**src/rtl/chunked_adder.sv**
```systemverilog
// Multi-cycle N-bit add/subtract built from a W-bit carry chain, one slice per clock.
//
// state | meaning
// IDLE  | waiting for i_start
// RUN   | one W-bit slice per cycle, LSB slice first
// DONE  | o_done pulse; a new i_start here goes straight back to RUN
module chunked_adder #(
    parameter int N = 32,
    parameter int W = 8
) (
    input  logic         i_clock,
    input  logic         i_reset,
    input  logic         i_start,
    input  logic         i_subtract,
    input  logic [N-1:0] i_augend,
    input  logic [N-1:0] i_addend,
    output logic         o_busy,
    output logic         o_done,
    output logic [N-1:0] o_sum,
    output logic         o_carry,
    output logic         o_overflow,
    output logic         o_zero
);
    localparam int CHUNKS = N / W;
    localparam int IW = (CHUNKS > 1) ? $clog2(CHUNKS) : 1;
    localparam logic [IW-1:0] LAST = IW'(CHUNKS - 1);

    typedef enum logic [1:0] {
        IDLE = 2'd0,
        RUN  = 2'd1,
        DONE = 2'd2
    } state_t;

    state_t        state;
    logic [N-1:0]  a_q;
    logic [N-1:0]  b_q;
    logic [N-1:0]  work_q;
    logic          carry_q;
    logic [IW-1:0] idx_q;

    logic [W-1:0]  a_slice;
    logic [W-1:0]  b_slice;
    logic [W:0]    slice_sum;
    logic          carry_top;
    logic [N-1:0]  sum_next;

    always_comb begin
        a_slice   = a_q[idx_q*W +: W];
        b_slice   = b_q[idx_q*W +: W];
        slice_sum = {1'b0, a_slice} + {1'b0, b_slice} + {{W{1'b0}}, carry_q};
        // carry into the slice MSB, recovered from its sum bit and operand bits
        carry_top = slice_sum[W-1] ^ a_slice[W-1] ^ b_slice[W-1];
        sum_next  = work_q;
        sum_next[idx_q*W +: W] = slice_sum[W-1:0];
    end

    always_ff @(posedge i_clock) begin
        if (i_reset) begin
            state      <= IDLE;
            a_q        <= '0;
            b_q        <= '0;
            work_q     <= '0;
            carry_q    <= 1'b0;
            idx_q      <= '0;
            o_busy     <= 1'b0;
            o_done     <= 1'b0;
            o_sum      <= '0;
            o_carry    <= 1'b0;
            o_overflow <= 1'b0;
            o_zero     <= 1'b0;
        end else begin
            o_done <= 1'b0;
            case (state)
                IDLE, DONE: begin
                    if (i_start) begin
                        a_q     <= i_augend;
                        b_q     <= i_subtract ? ~i_addend : i_addend;
                        carry_q <= i_subtract;
                        work_q  <= '0;
                        idx_q   <= '0;
                        o_busy  <= 1'b1;
                        state   <= RUN;
                    end else begin
                        state <= IDLE;
                    end
                end
                RUN: begin
                    work_q  <= sum_next;
                    carry_q <= slice_sum[W];
                    if (idx_q == LAST) begin
                        state      <= DONE;
                        o_busy     <= 1'b0;
                        o_done     <= 1'b1;
                        o_sum      <= sum_next;
                        o_carry    <= slice_sum[W];
                        o_overflow <= slice_sum[W] ^ carry_top;
                        o_zero     <= (sum_next == '0);
                    end else begin
                        idx_q <= idx_q + 1'b1;
                    end
                end
                default: state <= IDLE;
            endcase
        end
    end
endmodule

```
**config.mk**
```make
export PLATFORM = sky130hd
export DESIGN_NAME = chunked_adder
export DESIGN_NICKNAME = d
export VERILOG_FILES = /design/src/rtl/chunked_adder.sv
export SDC_FILE = /design/constraint.sdc
export NUM_CORES = 1
export LEC_CHECK = 0
export CAP_MARGIN = 20
export CORE_MARGIN = 8
export CORE_UTILIZATION = 25
export CTS_BUF_LIST = sky130_fd_sc_hd__clkbuf_2 sky130_fd_sc_hd__clkbuf_4 sky130_fd_sc_hd__clkbuf_8
export DETAILED_ROUTE_END_ITERATION = 12
export PLACE_DENSITY = 0.47
export SETUP_SLACK_MARGIN = 0.2
export SLEW_MARGIN = 20
export SYNTH_ARGS = -nofsm -noshare
export SYNTH_HDL_FRONTEND = slang
export SYNTH_SLANG_ARGS = --single-unit
```
**constraint.sdc**
```tcl
create_clock -name i_clock -period 9.7 [get_ports i_clock]
set_input_delay 2.425 -clock i_clock [delete_from_list [all_inputs] [get_ports i_clock]]
set_output_delay 2.425 -clock i_clock [all_outputs]
set_load 0.005 [all_outputs]
```
==> results of run 1 <==
-- cell families after synthesis --
| kind of cell | share of synthesized area |
|---|---|
| compound gates | 0.206 |
| mux | 0.0562 |
| fa+ha+maj | 0.0316 |
| buf+inv | 0.0408 |
| xor+xnor | 0.0492 |
| flops | 0.431 |
| simple gates | 0.186 |
-- synthesized netlist by cell type (4+ instances only) --
cell type and n:
a211oi_1 42, a21oi_1 56, a22o_1 10, a22oi_1 25, buf_1 5, clkbuf_1 43, dfxtp_1 138, ha_1 13
inv_1 13, mux4_2 16, nand2_1 93, nand2b_1 4, nand3_1 5, nor2_1 123, nor2b_1 6, nor3_1 20
o21a_1 6, o21ai_0 9, o22ai_1 4, o2bb2ai_1 7, o32ai_1 4, xnor2_1 34
-- power groups by stage --
stage / clock network, mW / registers, mW / logic (mW)
floorplan: 0 / 0.612 / 0.152
global placement: 0 / 0.619 / 0.234
detailed placement: 0 / 0.619 / 0.233
CTS: 0.570 / 0.606 / 0.234
global route: 0.595 / 0.608 / 0.254
finish: 0.557 / 0.605 / 0.232
-- worst max-delay path, cell delays in order, from the launching register on --
cell and delay [ps]:
dfxtp_1 570, buf_4 380, mux4_2 560, fa_1 450, fa_1 610, a22oi_2 300, nor4b_1 300, or4b_1 470
or4_1 500, o31ai_2 210
-- state kept, by name, summed over array words and instances, names as in the netlist --
signal,count
o_busy,1
o_done,1
o_overflow,1
idx_q,2
b_q,32
carry_q,1
a_q,32
state,2
o_carry,1
work_q,32
o_sum,32
o_zero,1
-- metrics by stage --
stage	std cells	power (mW)
after floorplan	733	0.764
after global placement	1124	0.853
after detailed placement	1124	0.852
after CTS	1156	1.41
after global routing	1156	1.46
final	1156	1.39
-- worst max path at each step --
stage	from	end	slack (ps)	depth (start not counted)
after floorplan	i_reset	o_zero	5400	7
after global placement	i_reset	o_zero	4920	7
after detailed placement	i_reset	o_zero	4860	7
after CTS	idx_q[0]	o_zero	5210	9
after global routing	idx_q[0]	o_zero	5040	10
final	idx_q[0]	o_zero	5260	9
-- cell type report --
class | count | area (um2)
Clock inverter | 13 | 216
Fill cell | 2648 | 17000
Multi-Input combinational cell | 529 | 3400
Tap cell | 330 | 413
Sequential cell | 138 | 2760
Inverter | 14 | 52.6
Timing Repair Buffer | 113 | 1100
Clock buffer | 19 | 255
-- layer usage --
layer / global-route usage / part of all wire
met1: 0.162 / 0.46
met2: 0.200 / 0.47
met3: 0.0310 / 0.053
met4: 0.0385 / 0.012
met5: 0 / 0
==> results.yml, run 1 <==
routing:
  drt_first_pass_iters: 5
  detail_route.wl_per_cell_um: 16.8
  drtAntennaViolNets: 0
  wirelength_um: 19400
  via_per_inst: 4.70
  drt_iter0_drc: 355
  vias: 5428
  drc: 0
worst_hold_path:
  hold_path_end: "work_q[31]"
  whs_path_depth: 2
  hold_path_startpoint: "work_q[31]"
  hold_path.class: "flop to flop"
die:
  core_um2: 25200
  rows: 58
  dieArea_um2: 31000
  pin_count: 105
  start_util: 0.255
  die_width_um: 176
  die_h_um: 176
critical_path:
  cp.arrival_ps: 4820
  critPathMaxFanout: 17
  worstSetupPathType: "flop to flop"
  r2r_slack_ps: 5260
  r2r_end: "o_zero"
  startpoint_type: "flop"
  regToRegStartpoint: "idx_q[0]"
  critPathCaptureType: "flop"
  required_ps: 10080
  rr_worst_depth: 9
clocking:
  clk_latency_ps: 460
  htreeDepth: 4
  cts_tree: "built"
  clk_pin_slew_ps: 80
  numClockSinks: 138
  cts_buffers: 17
  cts_root_buf: "clkbuf_8"
  cts_setup_buffers: 0
  post_cts_resized: 0
  ctsHoldBuffers: 0
  clockBufferDepth: 2
finish:
  antenna_cells: 0
  final_area_um2: 8200
  syn2layout_area_growth_pct: 27.9
  layout_commonest_cell: "dfxtp_1"
  fin_util: 0.326
  final_cell_mix: "138 x dfxtp_1, 123 x nor2_1, 102 x clkdlybuf4s50_1, 92 x nand2_1, 56 x a21oi_1"
  layout-drive-gt1-share: 0.0944
  fin_nets: 896
synth:
  netlist_area_um2: 6410
  syn_inst: 733
  yosysTopAreaCell: "dfxtp_1"
  synth_seq_area_share: 0.431
  syn_avg_cell_area_um2: 8.75
  synth.yosys.warnings: 0
  syn_nets: 816
  async_flop_share: 0
  netlist.area_leader.share: 0.431
  synth.distinct_cells: 61
  synth_edf_count: 0
  synth-main-ff-cell: "dfxtp_1"
  ys_ff_latch: 138
  synthTopCellsByArea: "dfxtp_1 43%, nor2_1 7.2%, mux4_2 5.6%"
sta:
  tightest_slew_ps: 1060
  rsz0062_at_grt: "no"
  setup_tns_ps: 0
  min_period_ps: 4440
  fin_crit_sh: 0.458
  worst_clock_skew_ps: 13.4
  setup_viol: 0
  finalMaxSlewViolations: 0
  slew_headroom: 0.291
  whs_ps: 452
  fin_ws_ps: 5260
  finalHoldViolations: 0
  max_freq_ghz: 0.225
global_routing:
  grt_max_degree: 103
  grt_overflow_total: 0
  grt_usage: 0.124
  grt_pass1_wl_um: 30500
  antenna_found_initial: 0
  grt_pass1_vias: 5537
power_and_ir_drop:
  p_int_mw: 1.01
  combPwrFrac: 0.166
  powerDensity_nw_per_um2: 170
  leakage_nw: 2.87
  swShare: 0.277
  power_frac_seq: 0.434
  ir_drop_v: 0.0000653
  switchingPower_uw: 387
  p_clk_frac: 0.399
placed_design:
  placed_area_um2: 7730
  io_buffer_count: 104
  dpl.hpwl_um: 13900
  gp_congestion: 0.844
  place_ws_ps: 4860
job:
  cap_violations: 0
outcome:
  status: "finished clean"
Note: power is estimated with default switching activity, not from simulation.
==> run 2: changes to the inputs <==
--- a/config.mk
+++ b/config.mk
@@ -10,7 +10,7 @@
 export CORE_UTILIZATION = 25
 export CTS_BUF_LIST = sky130_fd_sc_hd__clkbuf_2 sky130_fd_sc_hd__clkbuf_4 sky130_fd_sc_hd__clkbuf_8
 export DETAILED_ROUTE_END_ITERATION = 12
-export PLACE_DENSITY = 0.47
+export PLACE_DENSITY = 0.48
 export SETUP_SLACK_MARGIN = 0.2
 export SLEW_MARGIN = 20
 export SYNTH_ARGS = -nofsm -noshare
==> constraint.sdc (replaced) <==
create_clock -name i_clock -period 4 [get_ports i_clock]
set_input_delay 1 -clock i_clock [delete_from_list [all_inputs] [get_ports i_clock]]
set_output_delay 1 -clock i_clock [all_outputs]
set_load 0.005 [all_outputs]
==> results.yml, run 2 (synthesis results as in run 1) <==
outcome:
  status: "finished clean"
sta:
  tightest_slew_ps: 901
  worst_clock_skew_ps: 11.1
  max_freq_ghz: 0.279
  finalMaxSlewViolations: 0
  setup_tns_ps: 0
  slew_headroom: 0.399
  setup_viol: 0
  min_period_ps: 3580
  rsz0062_at_grt: "no"
  fin_crit_sh: 0.896
  finalHoldViolations: 0
clocking:
  numClockSinks: 138
  cts_tree: "built"
  htreeDepth: 4
  cts_root_buf: "clkbuf_8"
  ctsHoldBuffers: 0
  cts_buffers: 17
  clockBufferDepth: 2
  clk_pin_slew_ps: 80
  clk_latency_ps: 460
die:
  start_util: 0.255
  die_h_um: 176
  core_um2: 25200
  rows: 58
  dieArea_um2: 31000
  die_width_um: 176
  pin_count: 105
placed_design:
  dp.cells: 1138
  gp_congestion: 0.884
  dpl.hpwl_um: 14100
  placed_area_um2: 7830
  io_buffer_count: 104
critical_path:
  critPathMaxFanout: 4
  crit_chain: "mux4_2 -> fa_2 -> fa_2 -> a211oi_4 -> o21a_1 -> o32ai_1 -> or4_1 -> or4_1 -> o31ai_2"
  worstSetupPathType: "flop to flop"
  required_ps: 4380
  critPathCaptureType: "flop"
  startpoint_type: "flop"
  cp.arrival_ps: 3960
  rr_worst_depth: 9
  cpMaxStageDelayCell: "mux4_2"
  cpPeakStageDelay_ps: 530
routing:
  vias: 5459
  drt_iter0_drc: 334
  detail_route.wl_per_cell_um: 16.5
  via_per_inst: 4.66
  drt_first_pass_iters: 5
  wirelength_um: 19300
  drtAntennaViolNets: 0
  drc: 0
global_routing:
  grt_overflow_total: 0
  grt_use_met3: 0.0365
  met1_usage: 0.162
  grt_usage: 0.125
  antenna_found_initial: 0
  grt_pass1_wl_um: 30600
  grt_max_degree: 81
  grt_pass1_vias: 5503
  use_met2: 0.201
  grt.busiest_layer: "met2"
finish:
  layout_commonest_cell: "dfxtp_1"
  final_area_um2: 8340
  fin_nets: 912
  syn2layout_area_growth_pct: 30.1
  layout-drive-gt1-share: 0.115
  final_cell_mix: "136 x dfxtp_1, 123 x nor2_1, 102 x clkdlybuf4s50_1, 92 x nand2_1, 56 x a21oi_1"
  antenna_cells: 0
  final-instance-count-excl-fill: 1172
power_and_ir_drop:
  ir_drop_v: 0.000163
  leakage_nw: 2.95
  powerDensity_nw_per_um2: 407
worst_hold_path:
  hold_path.class: "flop to flop"
  whs_path_depth: 2
job:
  cap_violations: 0
## run 2: cell types whose count changed in the layout (fill, tap and decap cells not counted), sizes merged
cell | before | now
clkbuf | 19 | 21
buf | 11 | 27
clkinv | 4 | 5
inv | 15 | 13
clkinvlp | 3 | 2
## run 2: critical path: cells and delay by family (launching register included)
kind                     cells  cell delay, ps
multiplexers                 1             530
AO/OA/AOI/OAI                4             840
AND/OR/NAND/NOR              2             950
adder cells (fa/ha/maj)      2             810
flip-flops                   1             360
## run 2: cell type report
type                       instances  area, um2
timing repair buffer             129       1230
tap                              330        413
multi-input combinational        529       3410
fill                            2647      16800
inverter                          14       52.6
sequential                       138       2770
clock buffer                      21        277
clock inverter                    11        193
## run 2: final timing paths
check / start / to / slack (ps)
setup / recovery: idx_q[1] / o_zero / 420
hold / removal: work_q[31] / work_q[31] / 450
setup reg to reg: idx_q[1] / o_zero / 420
hold reg to reg: work_q[31] / work_q[31] / 450
## run 2: power breakdown
group / total (mW) / switching, mW / internal [mW]
clock network: 1.34 / 0.549 / 0.789
registers: 1.47 / 0.0360 / 1.43
logic: 0.591 / 0.328 / 0.263
## run 2: metrics by stage
stage / setup WS [ps] / hold WS (ps) / total power [mW] / util
floorplan: 231 / 427 / 1.86 / -
global placement: 224 / 440 / 2.08 / 0.311
detailed placement: 164 / 444 / 2.08 / 0.311
CTS: 208 / 457 / 3.43 / 0.330
global route: 249 / 474 / 3.56 / 0.331
finish: 417 / 452 / 3.40 / 0.331
## run 2: routing by layer
metal	vias up	wire length, um
met4	0	237
met2	134	9010
met1	2529	8990
li1	2777	-
met5	-	0
met3	19	1100
## run 2: timing repair
action                     in CTS  in global routing
setup endpoints to repair       1                  1
resized for setup               1                  5
setup buffers                   0                  2
pin swaps                       0                  2
==> run 3: changes to the inputs <==
--- a/config.mk
+++ b/config.mk
@@ -10,7 +10,7 @@
 export CORE_UTILIZATION = 25
 export CTS_BUF_LIST = sky130_fd_sc_hd__clkbuf_2 sky130_fd_sc_hd__clkbuf_4 sky130_fd_sc_hd__clkbuf_8
 export DETAILED_ROUTE_END_ITERATION = 12
-export PLACE_DENSITY = 0.48
+export PLACE_DENSITY = 0.53
 export SETUP_SLACK_MARGIN = 0.2
 export SLEW_MARGIN = 20
 export SYNTH_ARGS = -nofsm -noshare
==> results.yml, run 3 (synthesis results as in run 1) <==
outcome:
  status: "finished clean"
critical_path:
  cp_common_cell: "fa_2"
  crit_chain: "mux4_2 -> fa_2 -> fa_2 -> xor2_1 -> a22oi_1 -> nand2_1 -> or4b_1 -> or4_1 -> o31ai_2"
  critPathCaptureType: "flop"
  worstSetupPathType: "flop to flop"
  cp.arrival_ps: 4010
  critPathMaxFanout: 6
  rr_worst_depth: 9
  startpoint_type: "flop"
  required_ps: 4380
  cpPeakStageDelay_ps: 540
  cpMaxStageDelayCell: "mux4_2"
sta:
  setup_viol: 0
  tightest_slew_ps: 902
  rsz0062_at_grt: "no"
  fin_crit_sh: 0.908
  whs_ps: 456
  slew_headroom: 0.399
  worst_clock_skew_ps: 15.6
  finalHoldViolations: 0
  setup_tns_ps: 0
  fin_ws_ps: 369
  max_freq_ghz: 0.275
  finalMaxSlewViolations: 0
  min_period_ps: 3630
worst_hold_path:
  whs_path_depth: 2
  hold_path.class: "flop to flop"
routing:
  drt_iter0_drc: 363
  via_per_inst: 4.74
  drt_first_pass_iters: 5
  wirelength_um: 19400
  drc: 0
  detail_route.wl_per_cell_um: 16.6
  vias: 5536
  drtAntennaViolNets: 0
global_routing:
  use_met2: 0.202
  grt_usage: 0.127
  grt_use_met3: 0.0363
  grt.busiest_layer: "met2"
  grt_pass1_vias: 5574
  met1_usage: 0.160
  grt_max_degree: 83
  antenna_found_initial: 0
  grt_pass1_wl_um: 31100
  grt_overflow_total: 0
clocking:
  ctsHoldBuffers: 0
  clk_pin_slew_ps: 80
  clk_latency_ps: 460
  cts_root_buf: "clkbuf_8"
  cts_tree: "built"
  htreeDepth: 4
  cts_buffers: 17
  numClockSinks: 138
  clockBufferDepth: 2
die:
  core_um2: 25200
  dieArea_um2: 31000
  die_width_um: 176
  start_util: 0.255
  die_h_um: 176
  pin_count: 105
  rows: 58
placed_design:
  gp_congestion: 0.866
  place_ws_ps: 161
  dpl.hpwl_um: 14300
  io_buffer_count: 104
finish:
  antenna_cells: 0
  layout-drive-gt1-share: 0.111
  fin_nets: 909
  layout_commonest_cell: "dfxtp_1"
  final_cell_mix: "137 x dfxtp_1, 123 x nor2_1, 102 x clkdlybuf4s50_1, 93 x nand2_1, 56 x a21oi_1"
  syn2layout_area_growth_pct: 28.8
power_and_ir_drop:
  combPwrFrac: 0.184
  ir_drop_v: 0.000141
  power.total_mw: 3.18
  power_frac_seq: 0.462
  swShare: 0.288
  p_clk_frac: 0.354
  p_int_mw: 2.26
  leakage_nw: 2.90
  switchingPower_uw: 916
  powerDensity_nw_per_um2: 385
job:
  cap_violations: 0
-- run 3: what timing repair did --
action                     CTS  global route
hold endpoints to repair     0             0
gates cloned                 0             0
gates resized for setup      1             6
setup buffers                0             3
pin swaps                    0             3
setup endpoints to repair    1             1
-- run 3: path summary, 6_finish.rpt --
kind | from | to | slack, ps
min | work_q[31] | work_q[31] | 460
max | idx_q[0] | o_zero | 370
max reg2reg | idx_q[0] | o_zero | 370
min reg2reg | work_q[31] | work_q[31] | 460
-- run 3: layer usage --
layer,vias to the layer above,wire length (um)
met1,2565,8890
li1,2782,-
met3,33,1050
met5,-,0
met2,156,9040
met4,0,439
-- run 3: metrics by stage --
stage,area (um2),util,cells
3_3_place_gp,7810,0.310,1134
6_report,8260,0.328,1169
2_1_floorplan,6430,-,733
5_1_grt,8260,0.328,1169
3_5_place_dp,7810,0.310,1134
4_1_cts,8210,0.326,1166
-- run 3: final cells by class --
| cell class | count | area (um2) |
|---|---|---|
| fillers | 2671 | 16900 |
| multi-input cells | 529 | 3410 |
| flip-flops and latches | 138 | 2760 |
| repair buffers | 126 | 1220 |
| well taps | 330 | 413 |
| clock buffers | 22 | 303 |
| clock inverters | 10 | 90.1 |
| inverters | 14 | 52.6 |
-- run 3: worst max-delay path, delay by kind of cell, from the launching register on --
| family | cells | cell delay (ps) |
|---|---|---|
| AND/OR/NAND/NOR | 3 | 1070 |
| adder cells (fa/ha/maj) | 2 | 810 |
| multiplexers | 1 | 540 |
| AO/OA/AOI/OAI | 2 | 460 |
| flip-flops | 1 | 420 |
| XOR/XNOR | 1 | 240 |
-- run 3: power groups by stage --
stage | clock network, mW | registers (mW) | logic (mW)
4_1_cts | 1.16 | 1.47 | 0.577
2_1_floorplan | 0 | 1.48 | 0.370
6_report | 1.13 | 1.47 | 0.584
3_3_place_gp | 0 | 1.50 | 0.574
3_5_place_dp | 0 | 1.50 | 0.574
5_1_grt | 1.22 | 1.48 | 0.639
